--- src/rtl/pulse_scan_pkg.sv ---
// Shared types and constants for the pulse scan sequencer.
// State encoding, default widths and the reset delay value.
package pulse_scan_pkg;

    typedef enum logic [1:0] {
        IDLE = 2'd0,
        ARM  = 2'd1,
        RUN  = 2'd2,
        DONE = 2'd3
    } state_t;

    localparam int DW_DEF = 16;
    localparam int CW_DEF = 16;

    localparam int unsigned DEL_RST = 0;

endpackage

--- src/rtl/pulse_scan_sequencer.sv ---
// Steps the pulse generator delay across a programmed point/shot grid.
// Build option SCAN_DIR_EN adds a scan_down input (decrementing scan).
module pulse_scan_sequencer
    import pulse_scan_pkg::*;
#(
    parameter int DW = DW_DEF,
    parameter int CW = CW_DEF
) (
    input  logic          clk,
    input  logic          reset,
    input  logic          start,
    input  logic          abort,
    input  logic          period_tick,
`ifdef SCAN_DIR_EN
    input  logic          scan_down,
`endif
    input  logic [DW-1:0] del_start,
    input  logic [DW-1:0] del_step,
    input  logic [CW-1:0] n_points,
    input  logic [CW-1:0] n_shots,
    output logic [DW-1:0] del,
    output logic          arm,
    output logic [CW-1:0] point_idx,
    output logic [CW-1:0] shot_idx,
    output logic          busy,
    output logic          done,
    output logic          err
);

    state_t state_q, state_n;

    logic [DW-1:0] del_q, del_n;
    logic [CW-1:0] pt_q, pt_n;
    logic [CW-1:0] shot_q, shot_n;
    logic          arm_q, arm_n;
    logic          err_q, err_n;
    logic          busy_q, done_q;
    logic          load;

    logic [DW-1:0] sh_start;
    logic [DW-1:0] sh_step;
    logic [CW-1:0] sh_points;
    logic [CW-1:0] sh_shots;
    logic          sh_down;

    logic [DW:0]   nxt_del;
    logic          last_shot;
    logic          last_point;
    logic          cfg_zero;

    // Shadow snapshot: only the start-time configuration drives a scan
    always_ff @(posedge clk or posedge reset) begin
        if (reset) begin
            sh_start  <= '0;
            sh_step   <= '0;
            sh_points <= '0;
            sh_shots  <= '0;
        end else if (load) begin
            sh_start  <= del_start;
            sh_step   <= del_step;
            sh_points <= n_points;
            sh_shots  <= n_shots;
        end
    end

`ifdef SCAN_DIR_EN
    always_ff @(posedge clk or posedge reset) begin
        if (reset) begin
            sh_down <= 1'b0;
        end else if (load) begin
            sh_down <= scan_down;
        end
    end
`else
    assign sh_down = 1'b0;
`endif

    // Bit DW is the carry (up) or borrow (down) of the next point delay
    always_comb begin
        if (sh_down) begin
            nxt_del = {1'b0, del_q} - {1'b0, sh_step};
        end else begin
            nxt_del = {1'b0, del_q} + {1'b0, sh_step};
        end
    end

    assign last_shot  = (shot_q == sh_shots - CW'(1));
    assign last_point = (pt_q == sh_points - CW'(1));
    assign cfg_zero   = (n_points == '0) || (n_shots == '0);

    always_comb begin
        state_n = state_q;
        del_n   = del_q;
        pt_n    = pt_q;
        shot_n  = shot_q;
        arm_n   = arm_q;
        err_n   = err_q;
        load    = 1'b0;
        if (abort) begin
            state_n = IDLE;
            arm_n   = 1'b0;
        end else begin
            unique case (state_q)
                IDLE: begin
                    if (start) begin
                        load  = 1'b1;
                        err_n = 1'b0;
                        state_n = cfg_zero ? DONE : ARM;
                    end
                end
                ARM: begin
                    if (period_tick) begin
                        state_n = RUN;
                        del_n   = sh_start;
                        pt_n    = '0;
                        shot_n  = '0;
                        arm_n   = 1'b1;
                    end
                end
                RUN: begin
                    if (period_tick) begin
                        if (!last_shot) begin
                            shot_n = shot_q + CW'(1);
                        end else if (last_point) begin
                            state_n = DONE;
                            arm_n   = 1'b0;
                        end else if (nxt_del[DW]) begin
                            state_n = DONE;
                            arm_n   = 1'b0;
                            err_n   = 1'b1;
                        end else begin
                            del_n  = nxt_del[DW-1:0];
                            pt_n   = pt_q + CW'(1);
                            shot_n = '0;
                        end
                    end
                end
                DONE: begin
                    state_n = IDLE;
                end
                default: begin
                    state_n = IDLE;
                    arm_n   = 1'b0;
                end
            endcase
        end
    end

    always_ff @(posedge clk or posedge reset) begin
        if (reset) begin
            state_q <= IDLE;
            del_q   <= DW'(DEL_RST);
            pt_q    <= '0;
            shot_q  <= '0;
            arm_q   <= 1'b0;
            err_q   <= 1'b0;
            busy_q  <= 1'b0;
            done_q  <= 1'b0;
        end else begin
            state_q <= state_n;
            del_q   <= del_n;
            pt_q    <= pt_n;
            shot_q  <= shot_n;
            arm_q   <= arm_n;
            err_q   <= err_n;
            busy_q  <= (state_n == ARM) || (state_n == RUN);
            done_q  <= (state_n == DONE);
        end
    end

    assign del       = del_q;
    assign arm       = arm_q;
    assign point_idx = pt_q;
    assign shot_idx  = shot_q;
    assign busy      = busy_q;
    assign done      = done_q;
    assign err       = err_q;

endmodule

--- config.mk ---
export PLATFORM = sky130hd
export DESIGN_NAME = pulse_scan_sequencer
export DESIGN_NICKNAME = d
export VERILOG_FILES = /design/src/rtl/pulse_scan_pkg.sv /design/src/rtl/pulse_scan_sequencer.sv
export SDC_FILE = /design/constraint.sdc
export NUM_CORES = 1
export LEC_CHECK = 0
export BUFFER_PORTS_ARGS = -buffer_cell sky130_fd_sc_hd__buf_4
export CAP_MARGIN = 30
export CORE_MARGIN = 2
export CORE_UTILIZATION = 53
export CTS_BUF_LIST = sky130_fd_sc_hd__clkbuf_8
export DETAILED_ROUTE_END_ITERATION = 8
export HOLD_SLACK_MARGIN = 0.03
export PLACE_DENSITY = 0.89
export SYNTH_ARGS = -nofsm -noshare
export SYNTH_HDL_FRONTEND = slang
export SYNTH_SLANG_ARGS = --single-unit
--- constraint.sdc ---
create_clock -name clk -period 3.5 [get_ports clk]
set_input_delay 0.525 -clock clk [delete_from_list [all_inputs] [get_ports clk]]
set_output_delay 0.525 -clock clk [all_outputs]
set_load 0.03 [all_outputs]
==> run_summary.xml, run 1 <==
<?xml version="1.0" encoding="UTF-8"?>
<metrics>
  <group name="setup_path">
    <metric name="timing.critical_path.from" unit="">del[0]</metric>
    <metric name="arrival" unit="ns">3.68</metric>
    <metric name="setup.worst_path.end_class" unit="">flop</metric>
    <metric name="worst_ep_required_time" unit="ns">3.83</metric>
    <metric name="r2r-start" unit="">del[0]</metric>
    <metric name="ff2ff_path_depth" unit="">13</metric>
    <metric name="critPathLaunchType" unit="">flop</metric>
    <metric name="critical_path_peak_fanout" unit="">3</metric>
    <metric name="criticalPathCategory" unit="">flop to flop</metric>
  </group>
  <group name="logic_synthesis">
    <metric name="post-synth-top-count-cell" unit="">sky130_fd_sc_hd__dfrtp_1</metric>
    <metric name="yosys_most_used_dff" unit="">sky130_fd_sc_hd__dfrtp_1</metric>
    <metric name="yosysTopAreaCellShare" unit="%">41.8</metric>
    <metric name="yosys.cell_types.count" unit="">67</metric>
    <metric name="synth-edff-count" unit="">0</metric>
    <metric name="synth_cells" unit="">693</metric>
    <metric name="syn-cell-area" unit="um^2">7060</metric>
    <metric name="ys_seq_elements" unit="">118</metric>
    <metric name="post_synth.cell_area_avg" unit="um^2">10.2</metric>
    <metric name="synth_area_leader_cell" unit="">sky130_fd_sc_hd__dfrtp_1</metric>
    <metric name="async_flop_share" unit="%">100</metric>
    <metric name="netlist_top_cells_area" unit="">sky130_fd_sc_hd__dfrtp_1, sky130_fd_sc_hd__mux2_2, sky130_fd_sc_hd__xnor2_1</metric>
    <metric name="most_numerous_cell_types_in_the_synthesized_netlist" unit="">sky130_fd_sc_hd__dfrtp_1, sky130_fd_sc_hd__mux2_2, sky130_fd_sc_hd__nor2_1</metric>
    <metric name="synth_seq_area_share" unit="%">41.8</metric>
    <metric name="synth_warnings" unit="">0</metric>
    <metric name="synthesis.nets" unit="">787</metric>
  </group>
  <group name="global_routing">
    <metric name="grt_pass1_vias" unit="">5745</metric>
    <metric name="initial_antenna_violation_count" unit="">0</metric>
    <metric name="groute.usage.overall" unit="%">24.1</metric>
    <metric name="grt_first_pass_wirelength" unit="mm">27.5</metric>
    <metric name="grt-ovfl-total" unit="">0</metric>
    <metric name="grt_start_max_net_pins" unit="">55</metric>
  </group>
  <group name="sta">
    <metric name="final_max_slew_viol_count" unit="">0</metric>
    <metric name="report.final.hold_viol_count" unit="">0</metric>
    <metric name="fin_worst_hold_slack" unit="ns">0.231</metric>
    <metric name="clock_skew" unit="ns">0.0125</metric>
    <metric name="fin_crit_sh" unit="%">95.7</metric>
    <metric name="fin_crit" unit="ns">3.35</metric>
    <metric name="fmaxAchievable" unit="MHz">299</metric>
    <metric name="tightestPinTransition" unit="ns">0.838</metric>
    <metric name="fin_tns_setup" unit="ns">0</metric>
    <metric name="max-slew-margin-rel" unit="%">44.0</metric>
    <metric name="setup_viol" unit="">0</metric>
  </group>
  <group name="power">
    <metric name="vdd_drop_max" unit="uV">590</metric>
    <metric name="pwr_density_cell" unit="nW/um^2">893</metric>
    <metric name="clockPowerShare" unit="%">19.1</metric>
    <metric name="netSwitchingFraction" unit="%">41.1</metric>
    <metric name="seqPwrFrac" unit="%">31.1</metric>
    <metric name="internal_power" unit="W">0.00462</metric>
    <metric name="cellLeakagePower" unit="nW">3.83</metric>
    <metric name="comb_power_share" unit="%">49.9</metric>
    <metric name="netSwitchingPower" unit="W">0.00322</metric>
  </group>
  <group name="finish">
    <metric name="diodes" unit="">0</metric>
    <metric name="num-fill-cells" unit="">1035</metric>
    <metric name="layout-drive-gt1-share" unit="%">32.7</metric>
    <metric name="areaGrowthSynthToFinish" unit="%">24.4</metric>
    <metric name="final_net_count" unit="">919</metric>
  </group>
  <group name="die">
    <metric name="std_cell_rows" unit="">42</metric>
    <metric name="die-height" unit="um">119</metric>
    <metric name="die_area" unit="um^2">14300</metric>
    <metric name="floorplan.io_pins" unit="">121</metric>
    <metric name="initial_utilization" unit="%">53.7</metric>
    <metric name="placeableCoreArea" unit="um^2">13100</metric>
    <metric name="die_width" unit="um">119</metric>
  </group>
  <group name="clocking">
    <metric name="postCtsHoldBufs" unit="">0</metric>
    <metric name="tritoncts" unit="">done</metric>
    <metric name="h-tree-depth" unit="">4</metric>
    <metric name="clk_root_buffer_cell" unit="">sky130_fd_sc_hd__clkbuf_8</metric>
    <metric name="worst_setup_hold_path_clk_slew" unit="ns">0.08</metric>
    <metric name="clock_buffer_count_from_cts" unit="">17</metric>
    <metric name="max-clock-path-buffers" unit="">2</metric>
    <metric name="worst_skew_pair.late_latency" unit="ns">0.46</metric>
    <metric name="cts.sink_count" unit="">118</metric>
  </group>
  <group name="drt">
    <metric name="drt_pass1_iterations" unit="">5</metric>
    <metric name="antenna_left" unit="">0</metric>
    <metric name="drc" unit="">0</metric>
    <metric name="via_per_inst" unit="">5.86</metric>
    <metric name="detail_route.wirelength" unit="mm">16.7</metric>
    <metric name="first_iter_violations" unit="">350</metric>
    <metric name="routed-via-count" unit="">5939</metric>
    <metric name="drt-wirelength-per-cell" unit="um">16.5</metric>
  </group>
  <group name="run">
    <metric name="drv.max_cap_violation_count" unit="">0</metric>
  </group>
  <group name="placed_design">
    <metric name="place_congestion" unit="">0.902</metric>
    <metric name="hpwlAfterDp" unit="mm">12.2</metric>
    <metric name="port_buffers" unit="">120</metric>
  </group>
  <group name="status">
    <metric name="outcome" unit="">finished, final reports clean</metric>
  </group>
  <group name="hold_path">
    <metric name="min-delay-path-class" unit="">input pin to async pin</metric>
  </group>
</metrics>
## metal layers
metal	vias up	GRT usage (%)	share of wire, %	wire length [um]
met5	-	0	0	0
met4	0	9.56	2.8	463
met3	42	6.23	5.7	953
met2	199	38.1	48	7990
met1	2884	31.8	44	7290
li1	2814	-	-	-
## cell usage in the layout (no fill, tap or decap), drive strengths merged, types with 4 or more instances in the layout
cell / count
o31ai: 4
dfrtp: 118
a22oi: 4
nand3: 21
buf: 143
a31oi: 12
or3: 4
or2: 6
xnor2: 42
and3: 17
bufinv: 5
nor4: 15
nand2: 31
nor2: 68
nand4: 8
o2bb2ai: 14
nand2b: 6
o21ai: 14
a21oi: 41
a211oi: 9
mux2i: 22
nand3b: 5
clkbuf: 17
ha: 24
nor3: 23
xor2: 13
inv: 23
o2111ai: 5
a31o: 6
mux2: 68
## power groups by stage
stage	sequential (W)	clock, W	combinational [W]
finish	0.00244	0.00149	0.00391
detailed placement	0.00244	0	0.00370
CTS	0.00242	0.00152	0.00374
global route	0.00251	0.00158	0.00431
floorplan	0.00249	0	0.00266
global placement	0.00241	0	0.00360
## cells by family (layout without fill, tap and decap cells)
kind of cell	count (synthesis)	after routing	share of synthesized area [%]
buf+inv	48	193	2.92
simple gates	222	222	16.5
xor+xnor	55	55	6.82
fa+ha+maj	25	25	4.54
compound gates	135	135	13.4
mux	90	90	14.0
flops	118	118	41.8
## what timing repair did
item / in CTS / in global routing
pin swaps: 0 / 6
setup buffers: 0 / 4
setup endpoints to repair: 3 / 50
gates resized for setup: 1 / 14
hold endpoints to repair: 0 / 0
## area by class of cell
type                       instances  area (um^2)  area share [%]
tap                              176          220            2.51
timing repair buffer             143         1100            12.5
inverter                          18         71.3           0.812
clock buffer                      17          234            2.66
clock inverter                    15          239            2.72
sequential                       118         2950            33.6
multi-input combinational        527         3970            45.2
## stage by stage
step	area (um^2)	util (%)	worst slack [ns]	cells	total power, W
2_1_floorplan	7060	-	0.0115	693	0.00516
3_3_place_gp	8210	62.5	0.134	978	0.00601
3_5_place_dp	8210	62.5	-0.0489	978	0.00614
4_1_cts	8690	66.2	0.0231	1010	0.00768
5_1_grt	8780	66.8	-0.0452	1014	0.00840
6_report	8780	66.8	0.152	1014	0.00784
## critical path: stages, from the launching register on
cell	delay, ns
sky130_fd_sc_hd__dfrtp_1	0.40
sky130_fd_sc_hd__ha_2	0.21
sky130_fd_sc_hd__fa_2	0.39
sky130_fd_sc_hd__a211oi_4	0.30
sky130_fd_sc_hd__o21ai_2	0.12
sky130_fd_sc_hd__a2111oi_4	0.43
sky130_fd_sc_hd__o311ai_2	0.12
sky130_fd_sc_hd__a31oi_1	0.17
sky130_fd_sc_hd__buf_4	0.15
sky130_fd_sc_hd__o21ai_1	0.08
sky130_fd_sc_hd__nand2_1	0.12
sky130_fd_sc_hd__a21oi_1	0.08
sky130_fd_sc_hd__o31a_1	0.35
sky130_fd_sc_hd__ha_1	0.29
## final timing paths
path	slack [ns]	to
worst max register to register	0.15	busy
worst min-delay path	0.23	sh_shots[0]
min in group clk	0.29	sh_start[1]
worst min register to register	0.51	sh_step[10]
worst max-delay path	0.15	busy
max in group asynchronous	2.42	sh_points[7]
## flip-flops by register name (all words and copies together) (netlist names)
| name | cells |
|---|---|
| busy | 1 |
| point_idx | 16 |
| sh_shots | 16 |
| del | 16 |
| shot_idx | 16 |
| arm | 1 |
| err | 1 |
| done | 1 |
| sh_points | 16 |
| state_q | 2 |
| sh_step | 16 |
| sh_start | 16 |
No activity file was read; power rests on OpenSTA's default activity.
==> run 2, diff against run 1 <==
Settings changed: CORE_UTILIZATION 53 to 55, HOLD_SLACK_MARGIN 0.03 to default, PLACE_DENSITY 0.89 to 0.88.
Clock period 3.5 ns to 4.1 ns, I/O delays scaled along.
==> run_summary.xml, run 2 (synthesis gave the netlist of run 1 again) <==
<?xml version="1.0" encoding="UTF-8"?>
<metrics>
  <group name="finish">
    <metric name="instances_no_fill" unit="">994</metric>
    <metric name="final_net_count" unit="">903</metric>
    <metric name="areaGrowthSynthToFinish" unit="%">20.2</metric>
    <metric name="layout.area.seq" unit="um^2">2950</metric>
    <metric name="layout-drive-gt1-share" unit="%">30.2</metric>
    <metric name="final_core_utilization" unit="%">67.5</metric>
    <metric name="final_cell_mix" unit="">sky130_fd_sc_hd__buf_4, sky130_fd_sc_hd__dfrtp_1, sky130_fd_sc_hd__nor2_1, sky130_fd_sc_hd__mux2_2, sky130_fd_sc_hd__xnor2_1</metric>
    <metric name="diodes" unit="">0</metric>
    <metric name="multi_input_comb_area" unit="um^2">3910</metric>
    <metric name="num-fill-cells" unit="">958</metric>
    <metric name="layout_commonest_cell" unit="">sky130_fd_sc_hd__buf_4</metric>
  </group>
  <group name="sta">
    <metric name="clock_skew" unit="ns">0.0112</metric>
    <metric name="max-slew-margin-rel" unit="%">47.7</metric>
    <metric name="final_max_slew_viol_count" unit="">0</metric>
    <metric name="fin_tns_setup" unit="ns">0</metric>
    <metric name="fin_worst_hold_slack" unit="ns">0.256</metric>
    <metric name="fin_crit" unit="ns">3.78</metric>
    <metric name="fmaxAchievable" unit="MHz">265</metric>
    <metric name="rsz0062_at_grt" unit="">no</metric>
    <metric name="fin_crit_sh" unit="%">92.1</metric>
    <metric name="tightestPinTransition" unit="ns">0.777</metric>
    <metric name="report.final.hold_viol_count" unit="">0</metric>
    <metric name="setup_viol" unit="">0</metric>
  </group>
  <group name="global_routing">
    <metric name="initial_antenna_violation_count" unit="">0</metric>
    <metric name="grt-ovfl-total" unit="">0</metric>
    <metric name="grt_start_max_net_pins" unit="">67</metric>
    <metric name="groute.usage.overall" unit="%">25.1</metric>
    <metric name="grt_first_pass_wirelength" unit="mm">26.7</metric>
    <metric name="grt_pass1_vias" unit="">5502</metric>
  </group>
  <group name="power">
    <metric name="total_power" unit="W">0.00621</metric>
    <metric name="clockPowerShare" unit="%">16.0</metric>
    <metric name="netSwitchingFraction" unit="%">42.8</metric>
    <metric name="seqPwrFrac" unit="%">33.7</metric>
    <metric name="comb_power_share" unit="%">50.3</metric>
    <metric name="vdd_drop_max" unit="uV">545</metric>
    <metric name="internal_power" unit="W">0.00356</metric>
    <metric name="netSwitchingPower" unit="W">0.00266</metric>
    <metric name="pwr_density_cell" unit="nW/um^2">733</metric>
    <metric name="cellLeakagePower" unit="nW">3.69</metric>
  </group>
  <group name="clocking">
    <metric name="postCtsSetupRepairBufs" unit="">0</metric>
    <metric name="max-clock-path-buffers" unit="">2</metric>
    <metric name="postCtsHoldBufs" unit="">0</metric>
    <metric name="tritoncts" unit="">done</metric>
    <metric name="worst_skew_pair.late_latency" unit="ns">0.46</metric>
    <metric name="worst_setup_hold_path_clk_slew" unit="ns">0.08</metric>
    <metric name="post_cts.resized_instances" unit="">0</metric>
    <metric name="h-tree-depth" unit="">4</metric>
    <metric name="clock_buffer_count_from_cts" unit="">17</metric>
    <metric name="cts.sink_count" unit="">118</metric>
    <metric name="clk_root_buffer_cell" unit="">sky130_fd_sc_hd__clkbuf_8</metric>
  </group>
  <group name="die">
    <metric name="die-height" unit="um">117</metric>
    <metric name="std_cell_rows" unit="">41</metric>
    <metric name="initial_utilization" unit="%">56.2</metric>
    <metric name="die_area" unit="um^2">13800</metric>
    <metric name="die_width" unit="um">117</metric>
    <metric name="placeableCoreArea" unit="um^2">12600</metric>
    <metric name="floorplan.io_pins" unit="">121</metric>
  </group>
  <group name="drt">
    <metric name="drt_pass1_iterations" unit="">4</metric>
    <metric name="antenna_left" unit="">0</metric>
    <metric name="drc" unit="">0</metric>
    <metric name="detail_route.wirelength" unit="mm">16.5</metric>
    <metric name="first_iter_violations" unit="">351</metric>
    <metric name="routed-via-count" unit="">5795</metric>
    <metric name="drt-wirelength-per-cell" unit="um">16.6</metric>
    <metric name="via_per_inst" unit="">5.83</metric>
  </group>
  <group name="placed_design">
    <metric name="place_congestion" unit="">0.884</metric>
    <metric name="hpwlAfterDp" unit="mm">11.8</metric>
    <metric name="port_buffers" unit="">120</metric>
    <metric name="post-place-cells" unit="">962</metric>
  </group>
  <group name="setup_path">
    <metric name="setup.worst_path.end_class" unit="">flop</metric>
    <metric name="critical_path_peak_fanout" unit="">3</metric>
    <metric name="worst_ep_required_time" unit="ns">4.44</metric>
    <metric name="criticalPathCategory" unit="">flop to flop</metric>
    <metric name="critPathLaunchType" unit="">flop</metric>
    <metric name="arrival" unit="ns">4.12</metric>
  </group>
  <group name="run">
    <metric name="drv.max_cap_violation_count" unit="">0</metric>
  </group>
  <group name="status">
    <metric name="outcome" unit="">finished, final reports clean</metric>
  </group>
  <group name="hold_path">
    <metric name="min-delay-path-class" unit="">input pin to async pin</metric>
  </group>
</metrics>
[run 2: area by class of cell]
class | count | share of cell area (%)
clock inverter | 13 | 1.27
multi-input combinational | 527 | 46.1
tap | 172 | 2.54
timing repair buffer | 127 | 11.4
sequential | 118 | 34.8
inverter | 18 | 0.826
clock buffer | 19 | 3.08
[run 2: stage by stage]
step                area [um^2]  worst slack, ns
finish                     8480            0.323
detailed placement         8100            0.345
global route               8480           0.0200
CTS                        8470            0.310
global placement           8100            0.416
floorplan                  7060            0.356
[run 2: power by group through the flow]
stage | Sequential, W | Clock, W | Combinational (W)
after floorplan | 0.00213 | 0 | 0.00227
after global placement | 0.00207 | 0 | 0.00299
after detailed placement | 0.00209 | 0 | 0.00307
after CTS | 0.00208 | 0.00100 | 0.00312
after global routing | 0.00215 | 0.00106 | 0.00343
final | 0.00209 | 0.000992 | 0.00313
[run 2: worst paths after layout]
path	start	endpoint	slack, ns	cells after the start
setup / recovery	del[0]	busy	0.32	12
hold / removal	reset	shot_idx[13]	0.26	2
setup reg to reg	del[0]	busy	0.32	12
hold reg to reg	sh_start[1]	sh_start[1]	0.51	1
max in group asynchronous	reset	sh_step[1]	3.07	3
min in group clk	del_step[5]	sh_step[5]	0.38	2
[run 2: critical path, stage by stage (launching register included)]
cell	delay (ns)
sky130_fd_sc_hd__dfrtp_1	0.40
sky130_fd_sc_hd__ha_1	0.23
sky130_fd_sc_hd__fa_1	0.43
sky130_fd_sc_hd__a211oi_1	0.35
sky130_fd_sc_hd__o21ai_0	0.22
sky130_fd_sc_hd__a2111oi_2	0.41
sky130_fd_sc_hd__o311ai_0	0.19
sky130_fd_sc_hd__a31oi_1	0.38
sky130_fd_sc_hd__o21ai_0	0.21
sky130_fd_sc_hd__nand2_1	0.17
sky130_fd_sc_hd__a21oi_1	0.09
sky130_fd_sc_hd__o31a_1	0.29
sky130_fd_sc_hd__ha_1	0.28
[run 2: layer usage]
| layer | GRT usage [%] | routed length (um) |
|---|---|---|
| met1 | 33.8 | 7250 |
| met2 | 39.8 | 7990 |
| met3 | 5.82 | 995 |
| met4 | 9.18 | 284 |
| met5 | 0 | 0 |
